File: config.mk
export PLATFORM = sky130hd
export DESIGN_NAME = clock_time_setter
export DESIGN_NICKNAME = d
export VERILOG_FILES = /design/src/rtl/clock_pkg.sv /design/src/rtl/button_debounce.sv /design/src/rtl/clock_time_setter.sv
export SDC_FILE = /design/constraint.sdc
export NUM_CORES = 1
export LEC_CHECK = 0
export CAP_MARGIN = 10
export CORE_MARGIN = 3
export CORE_UTILIZATION = 54
export DETAILED_ROUTE_END_ITERATION = 10
export PLACE_DENSITY = 0.76
export SKIP_LAST_GASP = 1
export SYNTH_ARGS = -nofsm -noshare
export SYNTH_HDL_FRONTEND = slang
export SYNTH_HIERARCHICAL = 1
export SYNTH_SLANG_ARGS = --single-unit
File: constraint.sdc
create_clock -name clk -period 2.84 [get_ports clk]
set_input_delay 0.568 -clock clk [delete_from_list [all_inputs] [get_ports clk]]
set_output_delay 0.568 -clock clk [all_outputs]
set_load 0.01 [all_outputs]
File: src/rtl/clock_pkg.sv
// Shared types and constants for the clock time-entry front end.
package clock_pkg;

  typedef enum logic [1:0] {
    RUN     = 2'd0,
    SET_HR  = 2'd1,
    SET_MIN = 2'd2,
    COMMIT  = 2'd3
  } state_t;

  // Largest legal BCD digits for each field.
  localparam logic [3:0] HR_MAX_TENS       = 4'd2;
  localparam logic [3:0] HR_MAX_UNITS_AT_2 = 4'd3;
  localparam logic [3:0] MIN_MAX_TENS      = 4'd5;
  localparam logic [3:0] UNITS_MAX         = 4'd9;

  // Field positions within the {H1,H0,M1,M0,S1,S0} time bus.
  localparam int FIELD_W = 8;
  localparam int HR_LSB  = 16;
  localparam int MIN_LSB = 8;
  localparam int SEC_LSB = 0;

endpackage

File: src/rtl/button_debounce.sv
// Synchronizes a raw button, debounces it and emits a one-cycle pulse on an
// accepted press.
module button_debounce #(
  parameter logic [15:0] DEBOUNCE_CYCLES = 16'd50000
) (
  input  logic clk,
  input  logic rst,
  input  logic btn,
  output logic press
);

  logic        sync0;
  logic        sync1;
  logic        level;
  logic [15:0] cnt;

  always_ff @(posedge clk or negedge rst) begin
    if (!rst) begin
      sync0 <= 1'b0;
      sync1 <= 1'b0;
      level <= 1'b0;
      cnt   <= 16'd0;
      press <= 1'b0;
    end else begin
      sync0 <= btn;
      sync1 <= sync0;
      press <= 1'b0;
      // Any bounce back to the accepted level restarts the stability window.
      if (sync1 == level) begin
        cnt <= 16'd0;
      end else if (cnt == DEBOUNCE_CYCLES - 16'd1) begin
        level <= sync1;
        cnt   <= 16'd0;
        press <= sync1;
      end else begin
        cnt <= cnt + 16'd1;
      end
    end
  end

endmodule

File: src/rtl/clock_time_setter.sv
// MODE/INC push-button time entry: edits hours then minutes, flashes the
// field being edited, and strobes load into the timekeeper on commit.
module clock_time_setter
  import clock_pkg::*;
#(
  parameter logic [15:0] DEBOUNCE_CYCLES = 16'd50000,
  parameter logic [23:0] BLINK_DIV       = 24'd12500000,
  parameter logic [31:0] TIMEOUT_CYCLES  = 32'd500000000
) (
  input  logic        clk,
  input  logic        rst,
  input  logic        btn_mode,
  input  logic        btn_inc,
  input  logic [23:0] time_in,
  output logic [23:0] time_out,
  output logic        load,
  output logic        setting,
  output logic [5:0]  blank
);

  state_t      state;
  logic        mode_press;
  logic        inc_press;
  logic [23:0] blink_cnt;
  logic        phase;
  logic        blink_wrap;
  logic        phase_next;
  logic [31:0] idle_cnt;
  logic        unused_seconds;

  // Incoming seconds are always replaced by 00 on capture.
  assign unused_seconds = ^time_in[SEC_LSB +: FIELD_W];

  button_debounce #(.DEBOUNCE_CYCLES(DEBOUNCE_CYCLES)) u_mode (
    .clk(clk), .rst(rst), .btn(btn_mode), .press(mode_press)
  );

  button_debounce #(.DEBOUNCE_CYCLES(DEBOUNCE_CYCLES)) u_inc (
    .clk(clk), .rst(rst), .btn(btn_inc), .press(inc_press)
  );

  assign blink_wrap = (blink_cnt == BLINK_DIV - 24'd1);
  assign phase_next = phase ^ blink_wrap;

  function automatic logic [7:0] inc_hours(input logic [7:0] h);
    logic [3:0] t;
    logic [3:0] u;
    t = h[7:4];
    u = h[3:0];
    if (t > HR_MAX_TENS || (t == HR_MAX_TENS && u >= HR_MAX_UNITS_AT_2))
      return 8'h00;
    else if (u >= UNITS_MAX)
      return {t + 4'd1, 4'd0};
    else
      return {t, u + 4'd1};
  endfunction

  function automatic logic [7:0] inc_minutes(input logic [7:0] m);
    logic [3:0] t;
    logic [3:0] u;
    t = m[7:4];
    u = m[3:0];
    if (t > MIN_MAX_TENS || (t == MIN_MAX_TENS && u >= UNITS_MAX))
      return 8'h00;
    else if (u >= UNITS_MAX)
      return {t + 4'd1, 4'd0};
    else
      return {t, u + 4'd1};
  endfunction

  function automatic logic [5:0] blank_mask(input state_t s, input logic p);
    case (s)
      SET_HR:  return {p, p, 4'b0000};
      SET_MIN: return {2'b00, p, p, 2'b00};
      default: return 6'b000000;
    endcase
  endfunction

  always_ff @(posedge clk or negedge rst) begin
    if (!rst) begin
      state     <= RUN;
      time_out  <= 24'h000000;
      load      <= 1'b0;
      setting   <= 1'b0;
      blank     <= 6'b000000;
      blink_cnt <= 24'd0;
      phase     <= 1'b0;
      idle_cnt  <= 32'd0;
    end else begin
      load <= 1'b0;
      case (state)
        RUN: begin
          blink_cnt <= 24'd0;
          phase     <= 1'b0;
          idle_cnt  <= 32'd0;
          setting   <= 1'b0;
          blank     <= 6'b000000;
          if (mode_press) begin
            state    <= SET_HR;
            setting  <= 1'b1;
            time_out <= {time_in[HR_LSB +: FIELD_W], time_in[MIN_LSB +: FIELD_W], 8'h00};
          end
        end
        SET_HR, SET_MIN: begin
          blink_cnt <= blink_wrap ? 24'd0 : blink_cnt + 24'd1;
          phase     <= phase_next;
          // Mode takes priority; a coincident inc press is dropped.
          if (mode_press) begin
            idle_cnt <= 32'd0;
            if (state == SET_HR) begin
              state <= SET_MIN;
              blank <= blank_mask(SET_MIN, phase_next);
            end else begin
              state <= COMMIT;
              load  <= 1'b1;
              blank <= 6'b000000;
            end
          end else if (inc_press) begin
            idle_cnt <= 32'd0;
            blank    <= blank_mask(state, phase_next);
            if (state == SET_HR)
              time_out[HR_LSB +: FIELD_W] <= inc_hours(time_out[HR_LSB +: FIELD_W]);
            else
              time_out[MIN_LSB +: FIELD_W] <= inc_minutes(time_out[MIN_LSB +: FIELD_W]);
          end else if (idle_cnt == TIMEOUT_CYCLES - 32'd1) begin
            state     <= RUN;
            setting   <= 1'b0;
            blank     <= 6'b000000;
            idle_cnt  <= 32'd0;
            blink_cnt <= 24'd0;
            phase     <= 1'b0;
          end else begin
            idle_cnt <= idle_cnt + 32'd1;
            blank    <= blank_mask(state, phase_next);
          end
        end
        COMMIT: begin
          state     <= RUN;
          setting   <= 1'b0;
          blank     <= 6'b000000;
          blink_cnt <= 24'd0;
          phase     <= 1'b0;
        end
        default: state <= RUN;
      endcase
    end
  end

endmodule

==> out/metrics.cfg, run 1 <==
[layout]
nets = 745
fin_util_pct = 64.7
fin_cells = 850
drive_gt1_share_pct = 8.49
finalInstanceArea_um2 = 7450
areaGrowthSynthToFinish_pct = 15.8
n_antenna_cell = 0

[grt]
grtUsageTotal_pct = 21.4
grt_overflow = 0
grt_pass1_wl_um = 22700
grt_max_degree = 61
antenna_found_initial = 0
grt_pass1_vias = 4878

[route]
final_antenna_net_count = 0
vias = 4844
wl_per_cell_um = 15.2
drt_pass1_iterations = 4
via_per_inst = 5.70
drt-total-wl_um = 12900
drcViolationCount = 0
drt_iter0_drc = 269

[sta]
fin_crit_sh_pct = 85.0
rsz0062_at_grt = false
fin_setup_tns_ns = 0
slew_headroom_pct = 49.5
finalClockSkew_ns = 0.00421
holdWs_ns = 0.229
finalSetupViolCount = 0
max_slew.worst_pin.slew_ns = 0.758
hold_violations = 0
maxSlewViolCount = 0
clock.fmax_ghz = 0.414
fin_ws_ns = 0.427
period_needed_ns = 2.41

[critical_path]
critical-path-top-delay-family = simple AND/OR/NAND/NOR gates
cp.required_ns = 3.17
arrival_ns = 2.74
worst_path_largest_cell_delay_ns = 0.59
cp_max_fo = 8
worstPathCellList = inv_1, ha_1, inv_1, or4_1, nand4bb_1, a2bb2oi_1, a21oi_1
path_buf_inv = 2
critPathKind = register to register
worst_path_max_delay_cell = or4_1
cp_common_cell = inv_1
startpoint_type = register
cp-end-kind = register

[clock_tree]
cts_num_sinks = 119
hold_buffers = 0
clockRootBuffer = clkbuf_16
numCtsBuffers = 17
cts_resized = 0
cts_tree = built
postCtsSetupBuffers = 0
clk_pin_slew_worst_paths_ns = 0.05
clk_latency_ns = 0.41
cts_buffer_depth = 2
h-tree-depth = 4

[synth]
ys.flop_type = dfrtp_1
async_reset_ff_share_pct = 100
ys_ff_latch = 119
post_synth.cell_area_avg_um2 = 9.86
ys_seq_area_share_pct = 46.3
ys_types = 62
syn-cell-area_um2 = 6430
synth_edf_count = 0
yosys_warnings = 6
syn-instance-count = 652

[floorplanning]
die_area_um2 = 13200
coreArea_um2 = 11500
fp.dieH_um = 115
start_util_pct = 55.8
die_x_um = 115
ios = 60
rows = 39

[power]
powerDensity_nw_per_um2 = 508
power_mw = 3.78
power_leakage_nw = 3.06
peakVddDrop_mv = 0.497

[run_status]
status = finished, final reports clean

[hold_path]
hp-class = primary input to asynchronous set/reset pin

[placed_design]
dpl.cell_count = 821
place_hpwl_um = 8860
place.gp.congestion = 0.836
place_area_um2 = 6910
io_buffers = 41
post-place-ws_ns = 0.468

[run]
drv_cap = 0

## power by group
part	switching (mW)	internal, mW	leakage [nW]
clock network	0.677	1.29	0.264
logic	0.0564	0.0398	1.19
registers	0.00874	1.71	1.61
## cells by family (layout without fill, tap and decap cells)
logic type	count (synthesis)	count (layout)	share of synthesized area, %
AOI/OAI and AO/OA	60	60	6.56
other	1	10	0.0583
xor gates and xnor gates	80	80	10.9
buffers and inverters	58	104	4.87
adders and majority gates	20	20	3.89
DFF	119	119	46.3
muxes	6	6	1.03
and+or+nand+nor	308	308	26.4
## synth_stat cells, types with 9 or more instances
master | n | area share, %
nor2_1 | 102 | 6.0
ha_1 | 20 | 3.9
dfrtp_1 | 119 | 46
a21oi_1 | 13 | 1.0
nor3_1 | 12 | 0.93
nor4_1 | 15 | 1.5
inv_1 | 25 | 1.5
and3_1 | 14 | 1.4
buf_4 | 16 | 1.9
nand3_1 | 39 | 3.0
nand2_1 | 28 | 1.6
xor2_1 | 45 | 6.1
a22o_1 | 9 | 1.2
o21ai_0 | 16 | 1.2
xnor2_1 | 35 | 4.8
nand4_1 | 35 | 3.4
## cell usage in the layout (no fill, tap or decap), types with 4 or more instances in the layout
| cell | Yosys | layout |
|---|---|---|
| conb_1 | 1 | 10 |
| nand2b_1 | 4 | 4 |
| xor2_1 | 45 | 45 |
| nor2b_1 | 6 | 6 |
| nor4b_1 | 6 | 6 |
| nand3_1 | 39 | 39 |
| xnor2_1 | 35 | 35 |
| a22o_1 | 9 | 9 |
| nand2_1 | 28 | 28 |
| buf_4 | 16 | 9 |
| dfrtp_1 | 119 | 119 |
| clkbuf_1 | 8 | 6 |
| nand4_1 | 35 | 35 |
| ha_1 | 20 | 20 |
| a21oi_1 | 13 | 13 |
| nor3_1 | 12 | 12 |
| and4_1 | 6 | 6 |
| nor4_1 | 15 | 15 |
| o2bb2ai_1 | 5 | 5 |
| nor2_1 | 102 | 102 |
| or3_1 | 5 | 5 |
| and3_1 | 14 | 14 |
| o21ai_0 | 16 | 16 |
| inv_1 | 25 | 25 |
| nor4bb_1 | 4 | 4 |
| mux2_2 | 5 | 5 |
| clkdlybuf4s50_1 | 0 | 40 |
| clkbuf_16 | 0 | 17 |
## path summary, 6_finish.rpt
| check | start | endpoint | slack (ns) | depth (start not counted) |
|---|---|---|---|---|
| setup reg to reg | state[1] | time_out[21] | 0.43 | 7 |
| hold reg to reg | u_inc/sync0 | u_inc/sync1 | 0.34 | 0 |
| max in group asynchronous | rst | idle_cnt[23] | 1.86 | 2 |
| setup / recovery | state[1] | time_out[21] | 0.43 | 7 |
| min in group clk | u_inc/sync0 | u_inc/sync1 | 0.34 | 0 |
| hold / removal | rst | blink_cnt[17] | 0.23 | 1 |
## flip-flops by register name, summed over array words and instances, names as in the netlist, 2 cells and up
signal      count
blank           2
blink_cnt      24
idle_cnt       32
state           2
time_out       16
u_inc/cnt      16
u_mode/cnt     16
## layer usage
| layer | vias to the layer above | part of all wire, % | track usage, % |
|---|---|---|---|
| met5 | - | 0 | 0 |
| met4 | 0 | 1.2 | 7.36 |
| met3 | 14 | 3.1 | 6.11 |
| met2 | 86 | 50 | 34.9 |
| met1 | 2382 | 45 | 27.4 |
| li1 | 2362 | - | - |
## final cells by class
| type | count | area (µm²) |
|---|---|---|
| Sequential cell | 119 | 2980 |
| Clock inverter | 5 | 75.1 |
| Inverter | 25 | 93.8 |
| Multi-Input combinational cell | 484 | 3170 |
| Timing Repair Buffer | 50 | 488 |
| Fill cell | 931 | 4070 |
| Tap cell | 143 | 179 |
| Clock buffer | 24 | 462 |
## worst register-to-register path, delay by kind of cell, from the launching register on
family	cells	cell delay, ns
simple gates	2	0.92
fa+ha+maj	1	0.45
flops	1	0.40
compound gates	2	0.36
buf+inv	2	0.21
No activity file was read; power rests on OpenSTA's default activity.
==> run 2, diff against run 1 <==
clock period = 2.51 ns   (was 2.84 ns; I/O delays follow)
==> out/metrics.cfg, run 2 (synthesis gave the netlist of run 1 again) <==
[grt]
grtUsageTotal_pct = 21.0  ; was 21.4%
grt_pass1_vias = 4844  ; was 4878
grt_overflow = 0  ; unchanged
antenna_found_initial = 0  ; unchanged
grt_pass1_wl_um = 22300  ; was 22700 µm
grt_max_degree = 57  ; was 61

[power]
power_leakage_nw = 3.09  ; was 3.06 nW
switching_share_pct = 20.2  ; was 19.6%
peakVddDrop_mv = 0.456  ; was 0.497 mV
netSwitchingPower_mw = 0.856  ; was 0.742 mW
p_comb_share_pct = 2.6  ; was 2.5%
powerDensity_nw_per_um2 = 567  ; was 508 nW/µm²
clkPwrFrac_pct = 51.5  ; was 52.0%
pwr-share-seq_pct = 45.9  ; was 45.4%
p_int_mw = 3.38  ; was 3.04 mW

[layout]
largest_reg_flops = 32  ; unchanged
final_common_cell = dfrtp_1  ; unchanged
fillers = 928  ; was 931
final_cell_mix = dfrtp_1, nor2_1, xor2_1  ; unchanged
n_antenna_cell = 0  ; unchanged
largestRegisters = idle_cnt x32, blink_cnt x24  ; unchanged
drive_gt1_share_pct = 9.41  ; was 8.49%
areaGrowthSynthToFinish_pct = 16.3  ; was 15.8%
layout.area.seq_um2 = 2980  ; unchanged
multiInputGateArea_um2 = 3170  ; unchanged
nets = 749  ; was 745
fin_util_pct = 64.9  ; was 64.7%
top_register = idle_cnt  ; unchanged

[sta]
fin_setup_tns_ns = 0  ; unchanged
finalClockSkew_ns = 0.0119  ; was 0.00421 ns
finalSetupViolCount = 0  ; unchanged
max_slew.worst_pin.slew_ns = 0.507  ; was 0.758 ns
maxSlewViolCount = 0  ; unchanged
slew_headroom_pct = 66.1  ; was 49.5%
clock.fmax_ghz = 0.427  ; was 0.414 GHz
fin_crit_sh_pct = 93.3  ; was 85.0%
rsz0062_at_grt = false  ; unchanged
hold_violations = 0  ; unchanged
period_needed_ns = 2.34  ; was 2.41 ns

[route]
vias = 4849  ; was 4844
drt_iter0_drc = 332  ; was 269
drt-total-wl_um = 12800  ; was 12900 µm
via_per_inst = 5.67  ; was 5.70
drcViolationCount = 0  ; unchanged
drt_pass1_iterations = 4  ; unchanged
final_antenna_net_count = 0  ; unchanged
wl_per_cell_um = 15.0  ; was 15.2 µm

[clock_tree]
clockRootBuffer = clkbuf_16  ; unchanged
numCtsBuffers = 17  ; unchanged
h-tree-depth = 4  ; unchanged
cts_resized = 0  ; unchanged
postCtsSetupBuffers = 0  ; unchanged
clk_latency_ns = 0.41  ; about the same
cts_tree = built  ; unchanged
cts_buffer_depth = 2  ; unchanged
hold_buffers = 0  ; unchanged
clk_pin_slew_worst_paths_ns = 0.05  ; about the same
cts_num_sinks = 119  ; unchanged

[critical_path]
rrSetupSlack_ns = 0.17  ; was 0.43 ns
r2r_end = time_out[13]  ; was time_out[21]
cp-end-kind = register  ; unchanged
cp.required_ns = 2.80  ; was 3.17 ns
critPathKind = register to register  ; unchanged
arrival_ns = 2.63  ; was 2.74 ns
reg2reg_from = time_out[8]  ; was state[1]
cp_max_fo = 8  ; unchanged
startpoint_type = register  ; unchanged
worst-r2r-cell-count = 5  ; was 7

[placed_design]
io_buffers = 41  ; unchanged
place_hpwl_um = 8900  ; was 8860 µm
place.gp.congestion = 0.861  ; was 0.836

[floorplanning]
coreArea_um2 = 11500  ; unchanged
start_util_pct = 55.8  ; unchanged
rows = 39  ; unchanged
fp.dieH_um = 115  ; unchanged
ios = 60  ; unchanged
die_area_um2 = 13200  ; unchanged
die_x_um = 115  ; unchanged

[run]
drv_cap = 0  ; unchanged

[hold_path]
hp-class = primary input to asynchronous set/reset pin  ; unchanged

[run_status]
status = finished, final reports clean  ; unchanged

[run 2: layer usage]
metal	routed length, µm	GRT usage [%]	up-vias
met4	99	8.14	0
met3	516	5.58	14
met5	0	0	-
met2	6570	34.0	103
li1	-	-	2370
met1	5640	27.2	2362
[run 2: power by group through the flow]
stage | registers, mW | clock network (mW) | logic, mW
2_1_floorplan | 1.97 | 0 | 0.0462
3_3_place_gp | 1.97 | 0 | 0.111
6_report | 1.94 | 2.18 | 0.111
4_1_cts | 1.94 | 2.23 | 0.114
5_1_grt | 1.94 | 2.34 | 0.126
3_5_place_dp | 1.97 | 0 | 0.114
[run 2: worst max-delay path, cell delays in order, from the launching register on]
cell and delay (ns):
dfrtp_1 0.46, ha_1 0.23, or3b_2 0.48, a2111o_1 0.53, nand2_1 0.18, mux2_2 0.35
[run 2: cell type report]
type / count / area share, %
repair buffers: 54 / 6.93
inverters: 25 / 1.26
clock inverters: 3 / 0.201
clock buffers: 27 / 6.99
multi-input cells: 484 / 42.4
flip-flops and latches: 119 / 39.8
well taps: 143 / 2.39
[run 2: how the worst max path moves through the flow]
stage	from	endpoint	slack (ns)	cells past startpoint
floorplan	time_out[8]	time_out[13]	0.29	5
global placement	time_out[8]	time_out[13]	0.21	5
detailed placement	time_out[8]	time_out[13]	0.17	5
CTS	time_out[8]	time_out[13]	0.16	5
global route	time_out[9]	time_out[13]	0.02	6
finish	time_out[8]	time_out[13]	0.17	5
[run 2: metrics by stage]
step                      instance area, µm²  setup WS (ns)  power [mW]  instances  hold WS (ns)
after detailed placement                6940          0.169        2.09        825         0.336
final                                   7480          0.169        4.24        855        0.0283
after global placement                  6940          0.211        2.08        825         0.337
after floorplan                         6460          0.290        2.02        661         0.206
after CTS                               7480          0.159        4.29        855        0.0394
after global routing                    7480         0.0161        4.40        855        0.0479
